$ cat config.mk
export PLATFORM = sky130hd
export DESIGN_NAME = pc_sequencer
export DESIGN_NICKNAME = d
export VERILOG_FILES = /design/src/rtl/pc_sequencer.sv
export SDC_FILE = /design/constraint.sdc
export NUM_CORES = 1
export LEC_CHECK = 0
export CAP_MARGIN = 20
export CORE_MARGIN = 5
export CORE_UTILIZATION = 41
export DETAILED_ROUTE_END_ITERATION = 6
export MAX_ROUTING_LAYER = met4
export PLACE_DENSITY = 0.84
export SYNTH_ARGS = -nofsm -noshare
export SYNTH_HDL_FRONTEND = slang
export SYNTH_SLANG_ARGS = --single-unit
$ cat constraint.sdc
create_clock -name clk -period 2.85 [get_ports clk]
set_input_delay 0.4275 -clock clk [delete_from_list [all_inputs] [get_ports clk]]
set_output_delay 0.4275 -clock clk [all_outputs]
set_load 0.03 [all_outputs]
$ cat src/rtl/pc_sequencer.sv
// Program-counter sequencer feeding a return-address stack: decodes control-flow ops,
// owns the PC, strobes the stack and inserts one settle cycle after every stack access.
module pc_sequencer #(
  parameter int                ADDR_W    = 8,
  parameter logic [ADDR_W-1:0] RESET_VEC = '0
) (
  input  logic              clk,
  input  logic              clr,
  input  logic              instr_valid,
  output logic              instr_ready,
  input  logic [2:0]        op,
  input  logic [ADDR_W-1:0] target,
  input  logic              zero,
  output logic [ADDR_W-1:0] pc,
  output logic [ADDR_W-1:0] stk_push,
  output logic              stk_c,
  output logic              stk_en,
  input  logic [ADDR_W-1:0] stk_peek,
  input  logic              stk_full,
  input  logic              stk_not_empty,
  output logic              halted,
  output logic              fault,
  output logic [1:0]        fault_code
);

  localparam logic [2:0] OP_NEXT = 3'd0;
  localparam logic [2:0] OP_JMP  = 3'd1;
  localparam logic [2:0] OP_BRZ  = 3'd2;
  localparam logic [2:0] OP_CALL = 3'd3;
  localparam logic [2:0] OP_RET  = 3'd4;
  localparam logic [2:0] OP_HALT = 3'd5;

  localparam logic [1:0] CODE_NONE  = 2'd0;
  localparam logic [1:0] CODE_OVER  = 2'd1;
  localparam logic [1:0] CODE_UNDER = 2'd2;

  typedef enum logic [1:0] {RUN, SETTLE, HALT, FAULT} state_t;

  state_t            state, state_nxt;
  logic [ADDR_W-1:0] pc_nxt;
  logic [ADDR_W-1:0] pc_inc;
  logic [1:0]        code_nxt;
  logic              accept;

  assign pc_inc = pc + ADDR_W'(1);
  assign accept = instr_valid && (state == RUN);

  always_ff @(posedge clk or negedge clr) begin
    if (!clr) begin
      state      <= RUN;
      pc         <= RESET_VEC;
      fault_code <= CODE_NONE;
    end else begin
      state      <= state_nxt;
      pc         <= pc_nxt;
      fault_code <= code_nxt;
    end
  end

  always_comb begin
    state_nxt = state;
    pc_nxt    = pc;
    code_nxt  = fault_code;
    case (state)
      SETTLE: state_nxt = RUN;
      RUN: begin
        if (accept) begin
          case (op)
            OP_JMP: pc_nxt = target;
            OP_BRZ: pc_nxt = zero ? target : pc_inc;
            OP_CALL: begin
              if (stk_full) begin
                state_nxt = FAULT;
                code_nxt  = CODE_OVER;
              end else begin
                state_nxt = SETTLE;
                pc_nxt    = target;
              end
            end
            OP_RET: begin
              if (!stk_not_empty) begin
                state_nxt = FAULT;
                code_nxt  = CODE_UNDER;
              end else begin
                state_nxt = SETTLE;
                pc_nxt    = stk_peek;
              end
            end
            OP_HALT: state_nxt = HALT;
            default: pc_nxt = pc_inc;
          endcase
        end
      end
      default: ;
    endcase
  end

  // Stack strobes are gated by the reset net so they collapse the moment clr falls.
  always_comb begin
    stk_en      = 1'b0;
    stk_c       = 1'b0;
    stk_push    = pc_inc;
    instr_ready = (state == RUN);
    halted      = (state == HALT);
    fault       = (state == FAULT);
    if (accept && clr) begin
      if (op == OP_CALL && !stk_full) begin
        stk_en = 1'b1;
        stk_c  = 1'b1;
      end else if (op == OP_RET && stk_not_empty) begin
        stk_en = 1'b1;
      end
    end
  end

endmodule

; Word-level counts from Yosys, hierarchy flattened
; Index checks and enable logic that the tools add are counted.
[word_totals]
register_bits = 12
word_cells = 47
[op_classes]
n_reduce_logical = 11
bitwise = 1
n_eq_ne = 14
mux = 17
add_sub_neg = 1
[op_table]
columns = op, count
row1 = 8-bit case mux with 5 select lines, 1
row2 = 8-bit two-way mux, 3
row3 = 2-bit two-way mux, 5
row4 = 5-bit AND reduction, 2
row5 = "8-bit by 1-bit adder with 8-bit output, second input constant", 1
row6 = "2-bit inequality test, second input constant", 4
row7 = 2-bit case mux with 2 select lines, 2
row8 = "3-bit by 2-bit equality test with 1-bit output, second input constant", 2
row9 = "3-bit equality test, second input constant", 2
row10 = 2-bit case mux with 3 select lines, 1
row11 = 1-bit two-way mux, 5
row12 = "2-bit equality test, second input constant", 2
row13 = 1-bit logical AND, 4
row14 = "4-bit by 1-bit inequality test with 1-bit output, second input constant", 1
row15 = 2-bit nonzero test, 2
row16 = "3-bit by 1-bit equality test with 1-bit output, second input constant", 1
row17 = 3-bit AND reduction, 1
row18 = "2-bit by 1-bit equality test with 1-bit output, second input constant", 1
row19 = 2-bit zero test, 1
row20 = "2-bit by 1-bit inequality test with 1-bit output, second input constant", 1
row21 = 1-bit zero test, 1
row22 = 1-bit NOT, 1

; Longest topological paths before layout
; Gate-level depths: netlist (run 1).
[depth]
word_depth = 5
depth_mapped = 6
mapped_depth_nobuf = 5

; Worst setup path after synthesis (run 1)
; No wires, ideal clock.
[synth_path]
path_kind = reg-to-output
startpoint = reg pc[0]
endpoint = out stk_push[6]
path_slack_ps = 738
required_time_ps = 2423
stages_incl_launch_ff = 5
arrival_time_ps = 1684
path_buffers = 0
path_cell_list = dfrtp_1 ha_1 nand3_1 nor2_1 xor2_1
[synth_between]
elab_chain_cells = 1
[synth_lines]
columns = item, line
row1 = "start, declared", 14  ; output logic [ADDR_W-1:0] pc,
row2 = "start signal, assigned", 55  ; pc <= pc_nxt;
row3 = 8-bit by 1-bit adder with 8-bit output, 45  ; assign pc_inc = pc + ADDR_W'(1);
row4 = "end, declared", 15  ; output logic [ADDR_W-1:0] stk_push,
; No other way between the ends.

; Worst setup path in the final report (run 1)
; Ends and elaborated chain as after synthesis.

==> results of run 1 <==
## per-layer routing
| layer | up-vias | share of wire (%) | global-route usage, % |
|---|---|---|---|
| met4 | 0 | 2.8 | 8.814 |
| met3 | 12 | 6.5 | 5.977 |
| met2 | 50 | 50 | 31.52 |
| met5 | - | 0 | - |
| li1 | 497 | - | - |
| met1 | 503 | 41 | 22.55 |
## cells in the final DEF, fill, tap and decap left out, types with 2 or more instances in the layout
| master | netlist | routed |
|---|---|---|
| inv_1 | 5 | 5 |
| nor2_1 | 10 | 10 |
| a221oi_1 | 2 | 2 |
| a221oi_2 | 2 | 2 |
| clkdlybuf4s50_1 | 0 | 46 |
| xnor2_1 | 2 | 2 |
| a21oi_1 | 5 | 5 |
| a22oi_1 | 5 | 5 |
| nor3_1 | 4 | 4 |
| xor2_1 | 3 | 3 |
| nand2_1 | 5 | 5 |
| o2bb2ai_1 | 2 | 2 |
| nor2b_1 | 2 | 2 |
| or3b_1 | 2 | 2 |
| a22o_1 | 2 | 2 |
| dfrtp_1 | 12 | 12 |
| nand3_1 | 4 | 4 |
| nor3b_1 | 2 | 2 |
| clkbuf_4 | 0 | 3 |
| buf_4 | 0 | 4 |
| a31oi_1 | 3 | 3 |
| o21ai_0 | 9 | 9 |
| a32oi_1 | 2 | 2 |
| and2_1 | 3 | 3 |
| nand2b_1 | 3 | 3 |
## final cells by class
type | count | area (um^2) | share of cell area (%)
sequential | 12 | 300.3 | 21.07
inverter | 5 | 18.77 | 1.317
clock buffer | 4 | 36.28 | 2.546
tap | 28 | 35.03 | 2.458
multi-input combinational | 84 | 544.3 | 38.19
timing repair buffer | 50 | 490.5 | 34.42
## worst max-delay path, cell delays in order, from the launching register on
cell and delay (ps):
dfrtp_1 440, ha_1 260, nand3_1 230, nor2_1 220, xor2_1 170, clkdlybuf4s50_1 690
## registers in the layout, indices dropped and copies added, names as in the netlist
signal	flops
pc	8
state	2
fault_code	2
## cells by family after synthesis
family | Yosys count
AO/OA/AOI/OAI | 38
XOR/XNOR | 5
adder cells (fa/ha/maj) | 1
buffers and inverters | 9
flip-flops | 12
AND/OR/NAND/NOR | 40
## metrics by stage
stage          cell area [um^2]  setup slack [ps]  power (W)  std cells  utilization (%)
6_report                   1425             133.4   0.001526        183            66.34
5_1_grt                    1425             4.252   0.001610        183            66.34
4_1_cts                    1425             131.5   0.001535        183            66.34
3_5_place_dp               1389             254.8   0.001387        179            64.65
3_3_place_gp               1389             275.6   0.001363        179            64.65
2_1_floorplan             894.6             738.1  0.0009484        105                -
## power groups by stage
stage	registers (W)	logic [W]	clock network, W
2_1_floorplan	0.000478	0.000470	0
3_5_place_dp	0.000361	0.00103	0
4_1_cts	0.000361	0.00103	0.000144
6_report	0.000362	0.00102	0.000140
5_1_grt	0.000380	0.00108	0.000152
3_3_place_gp	0.000355	0.00101	0
## worst min-delay path by stage
| stage | slack [ps] | endpoint | from | cells after the start |
|---|---|---|---|---|
| final | 490 | pc[2] | clr | 2 |
| after global placement | 510 | fault_code[0] | fault_code[0] | 1 |
| after detailed placement | 540 | state[1] | state[1] | 1 |
| after global routing | 500 | pc[2] | clr | 2 |
| after CTS | 490 | pc[2] | clr | 2 |
| after floorplan | 130 | fault_code[0] | clr | 0 |
==> impl_metrics.yaml, run 1 <==
synthesis:
  synth_area_um2: 894.6
  synth_edf_count: 0
  synth_top_family_by_area: "compound AO/OA/AOI/OAI gates"
  syn_nets: 131
  synth_seq_cells: 12
  synth_compound_gate_area_share_pct: 30.63
  ys_seq_area_share_pct: 33.57
  ys_async_sr_fraction_pct: 100.0
  synth_fa_ha_area_share_pct: 1.399
  synth_top_area_share_pct: 33.57
  synth_top_flop_cell: "dfrtp_1"
  synth_mux_area_share_pct: 0
  yosys.area_share.simple_pct: 23.92
  yosysMostFrequentCell: "dfrtp_1"
  synth_area_leader_cell: "dfrtp_1"
  synth-xor-area-share_pct: 4.895
  yosysWarningCount: 0
  avgSynthCellArea_um2: 8.520
  synth_area_leaders: "dfrtp_1, o21ai_0, a22oi_1, nor2_1, a221oi_2"
  syn_inst: 105
  yosys-top-cells-count: "dfrtp_1, nor2_1, o21ai_0"
  ys_types: 37
drt:
  routed_wire_length_per_instance_um: 16.29
  vias_per_cell: 5.803
  drt_first_pass_iters: 4
  drc: 0
  drtAntennaViolNets: 0
  dr_total_vias: 1062
  finalWirelength_um: 2981
  drt_iter0_drc: 44
power:
  combPwrFrac_pct: 67.1
  pwr-share-seq_pct: 23.7
  power_leakage_nw: 0.5689
  pwr-share-clk_pct: 9.2
  pwr_density_cell_nw_per_um2: 1071
  swShare_pct: 49.44
  switching_power_w: 0.0007545
  peakVddDrop_v: 0.0006903
  internal-power_w: 0.0007718
global_routing:
  grt_pass1_vias: 1064
  grt_pass1_wl_um: 4878
  grt_max_degree: 13
  overflow: 0
  track_usage_pct: 19.71
  antenna_found_initial: 0
critical_path:
  path_max_fanout: 6
  cp-start-kind: "register"
  crit_type: "register to output port"
  crit_start: "pc[0]"
  cp.arrival_ps: 2290
  cp_data_required_time_ps: 2420
  r2r-end: "pc[0]"
  worstReg2RegStart: "state[0]"
  critical_path.endpoint: "stk_push[6]"
  endpoint_kind: "output port"
  r2r_cells: 5
  reg2reg_setup_slack_ps: 1030
clock_tree:
  cts_setup_buffers: 0
  clk_pin_slew_ps: 80
  cts_tree: "built"
  postCtsHoldBufs: 0
  clock-sinks: 12
  root_buffer: "clkbuf_4"
  htreeDepth: 1
  cts.path.max_buffers: 2
  insertion_delay_ps: 280
  cts_resized: 0
  cts-buffers-inserted: 3
timing:
  tightest_slew_ps: 666.0
  layout_min_cycle_time_ps: 2717
  whs_ps: 487.4
  rsz0062_at_grt: "false"
  finalSetupTns_ps: 0
  relSlewSlack_pct: 55.60
  fmax_ghz: 0.3681
  min_period_over_period_pct: 95.32
  clock_skew_ps: 6.703
  setup_viol: 0
  slew_violations: 0
  hold_viol: 0
finish:
  n_antenna_cell: 0
  nets: 182
  fill_cells: 185
  area_growth_pct: 59.30
  drive_above_1_share_pct: 7.097
outcome:
  status: "completed"
hold_path:
  min_path_type: "primary input to async pin"
placed_design:
  port-buffer-count: 47
  hpwl_um: 2322
  gp_congestion: 0.8224
floorplanning:
  num_io_pins: 48
  die_area_um2: 3216
  die_h_um: 56.71
  core.rowCount: 17
  die_w_um: 56.71
  initial_utilization_pct: 41.64
  core_area_um2: 2148
run:
  cap_violations: 0
(Power assumes the default switching activity.)
==> run 2: changes to the inputs <==
--- a/config.mk
+++ b/config.mk
@@ -8,7 +8,9 @@
 export CAP_MARGIN = 20
 export CORE_MARGIN = 5
 export CORE_UTILIZATION = 41
+export CTS_CLUSTER_SIZE = 24
 export DETAILED_ROUTE_END_ITERATION = 6
+export GPL_ROUTABILITY_DRIVEN = 0
 export MAX_ROUTING_LAYER = met4
 export PLACE_DENSITY = 0.84
 export SYNTH_ARGS = -nofsm -noshare
==> results of run 2 <==
Final layout, timing and power as in run 1 (identical DEF).
==> patch: new RTL, flow settings as in run 1 <==
Re-encode `state_t` (4 states) as Gray code, 2 bits wide.
--- a/src/rtl/pc_sequencer.sv
+++ b/src/rtl/pc_sequencer.sv
@@ -34,7 +34,7 @@
   localparam logic [1:0] CODE_OVER  = 2'd1;
   localparam logic [1:0] CODE_UNDER = 2'd2;
 
-  typedef enum logic [1:0] {RUN, SETTLE, HALT, FAULT} state_t;
+  typedef enum logic [1:0] {RUN = 2'b00, SETTLE = 2'b01, HALT = 2'b11, FAULT = 2'b10} state_t;
 
   state_t            state, state_nxt;
   logic [ADDR_W-1:0] pc_nxt;
Function: same outputs for any inputs over 10 cycles, from zero or initial values; not proved beyond that.
==> patch against run 1 <==
  * Via count fell by 1.8%
  * Die area rose by 6.4%
  * Design area rose by 3.5%
  * First-iteration DRC count fell by 61%
  * Non-clock buffer count rose by 1
  * Setup slack improved by 0.049 ns
  * Sequential cell count did not move
  * Area after synthesis rose by 7.8%
  * Sequential power fell by 6.9%
  * Power fell by 12%
  * Final cell count fell by 0.55%
  * Routed wire length fell by 7.3%
  * Critical path type unchanged
  * Critical endpoint unchanged
==> patch: results <==
metrics = {
    "run_status": {
        "status": "complete, no violations",
    },
    "routing": {
        "wl_um": 2760,
        "routedWlPerCell_um": 15.2,
        "drt_iter0_markers": 17,
    },
    "finish": {
        "drive_above_1_share": 0.117,
        "fillers": 188,
    },
    "timing": {
        "whs_ns": 0.534,
        "finClkSkew_ns": 0.00334,
        "max_slew_margin": 0.680,
    },
    "worst_setup_path": {
        "crit_fanout": 5,
        "regToRegStartpoint": "pc[0]",
        "rr_endpoint": "pc[6]",
    },
    "placement": {
        "dp_hpwl_um": 2210,
        "post_dp_cell_area_sq_um": 1450,
        "post-place-ws_ns": 0.232,
        "place.gp.congestion": 0.842,
        "port_buffers": 47,
    },
    "grt": {
        "grt_pass1_vias": 985,
        "grt.total_usage": 0.167,
        "grt_pass1_wl_um": 4390,
    },
    "synth": {
        "seq_area_frac_synth": 0.311,
        "syn_avg_cell_area_sq_um": 9.28,
        "netlist_top_cells_count": "dfrtp_1, inv_1",
        "synth_area_leaders": "dfrtp_1, buf_6, a32o_1",
        "synth_cell_types": 43,
    },
    "clocking": {
        "clk_latency_ns": 0.27,
    },
    "power": {
        "ir_drop_v": 0.000611,
        "p_leak_nw": 0.584,
    },
}
==> patch: area by class of cell <==
cell class                      instances  share of cell area
Inverter                                8              0.0204
Sequential cell                        12               0.204
Multi-Input combinational cell         80               0.399
Tap cell                               28              0.0237
Clock buffer                            3              0.0153
Timing Repair Buffer                   51               0.338
==> patch: cell families after synthesis <==
| family | count (synthesis) | share of synthesized area |
|---|---|---|
| AOI/OAI and AO/OA | 38 | 0.281 |
| buffers and inverters | 12 | 0.0778 |
| muxes | 1 | 0.0117 |
| xor gates and xnor gates | 6 | 0.0545 |
| and+or+nand+nor | 34 | 0.250 |
| DFF | 12 | 0.311 |
| adders and majority gates | 1 | 0.0130 |
==> patch: critical path, stage by stage (launching register included) <==
cell and delay [ns]:
dfrtp_1 0.42, ha_1 0.28, and3_1 0.26, nand3_1 0.15
xnor2_1 0.17, clkdlybuf4s50_1 0.69
==> patch: power breakdown <==
group / total, mW / switching (mW) / internal (mW)
clock network: 0.0992 / 0.0503 / 0.0489
registers: 0.337 / 0.0974 / 0.239
logic: 0.911 / 0.512 / 0.398
==> patch: worst max path at each step <==
stage / slack (ns) / cells past startpoint / end / start
final: 0.18 / 5 / stk_push[6] / pc[0]
after detailed placement: 0.23 / 4 / stk_c / op[0]
after CTS: 0.17 / 5 / stk_push[6] / pc[0]
after floorplan: 0.67 / 4 / stk_push[6] / pc[0]
after global routing: 0.1 / 5 / stk_push[6] / pc[0]
after global placement: 0.25 / 4 / stk_c / op[0]
==> patch: layer usage <==
layer | vias to the layer above | track usage | wire length (um) | share of wire
met3 | 2 | 0.0461 | 163 | 0.059
met4 | 0 | 0.0464 | 20 | 0.0072
li1 | 497 | - | - | -
met2 | 30 | 0.278 | 1430 | 0.52
met5 | - | - | 0 | 0
met1 | 514 | 0.198 | 1140 | 0.41
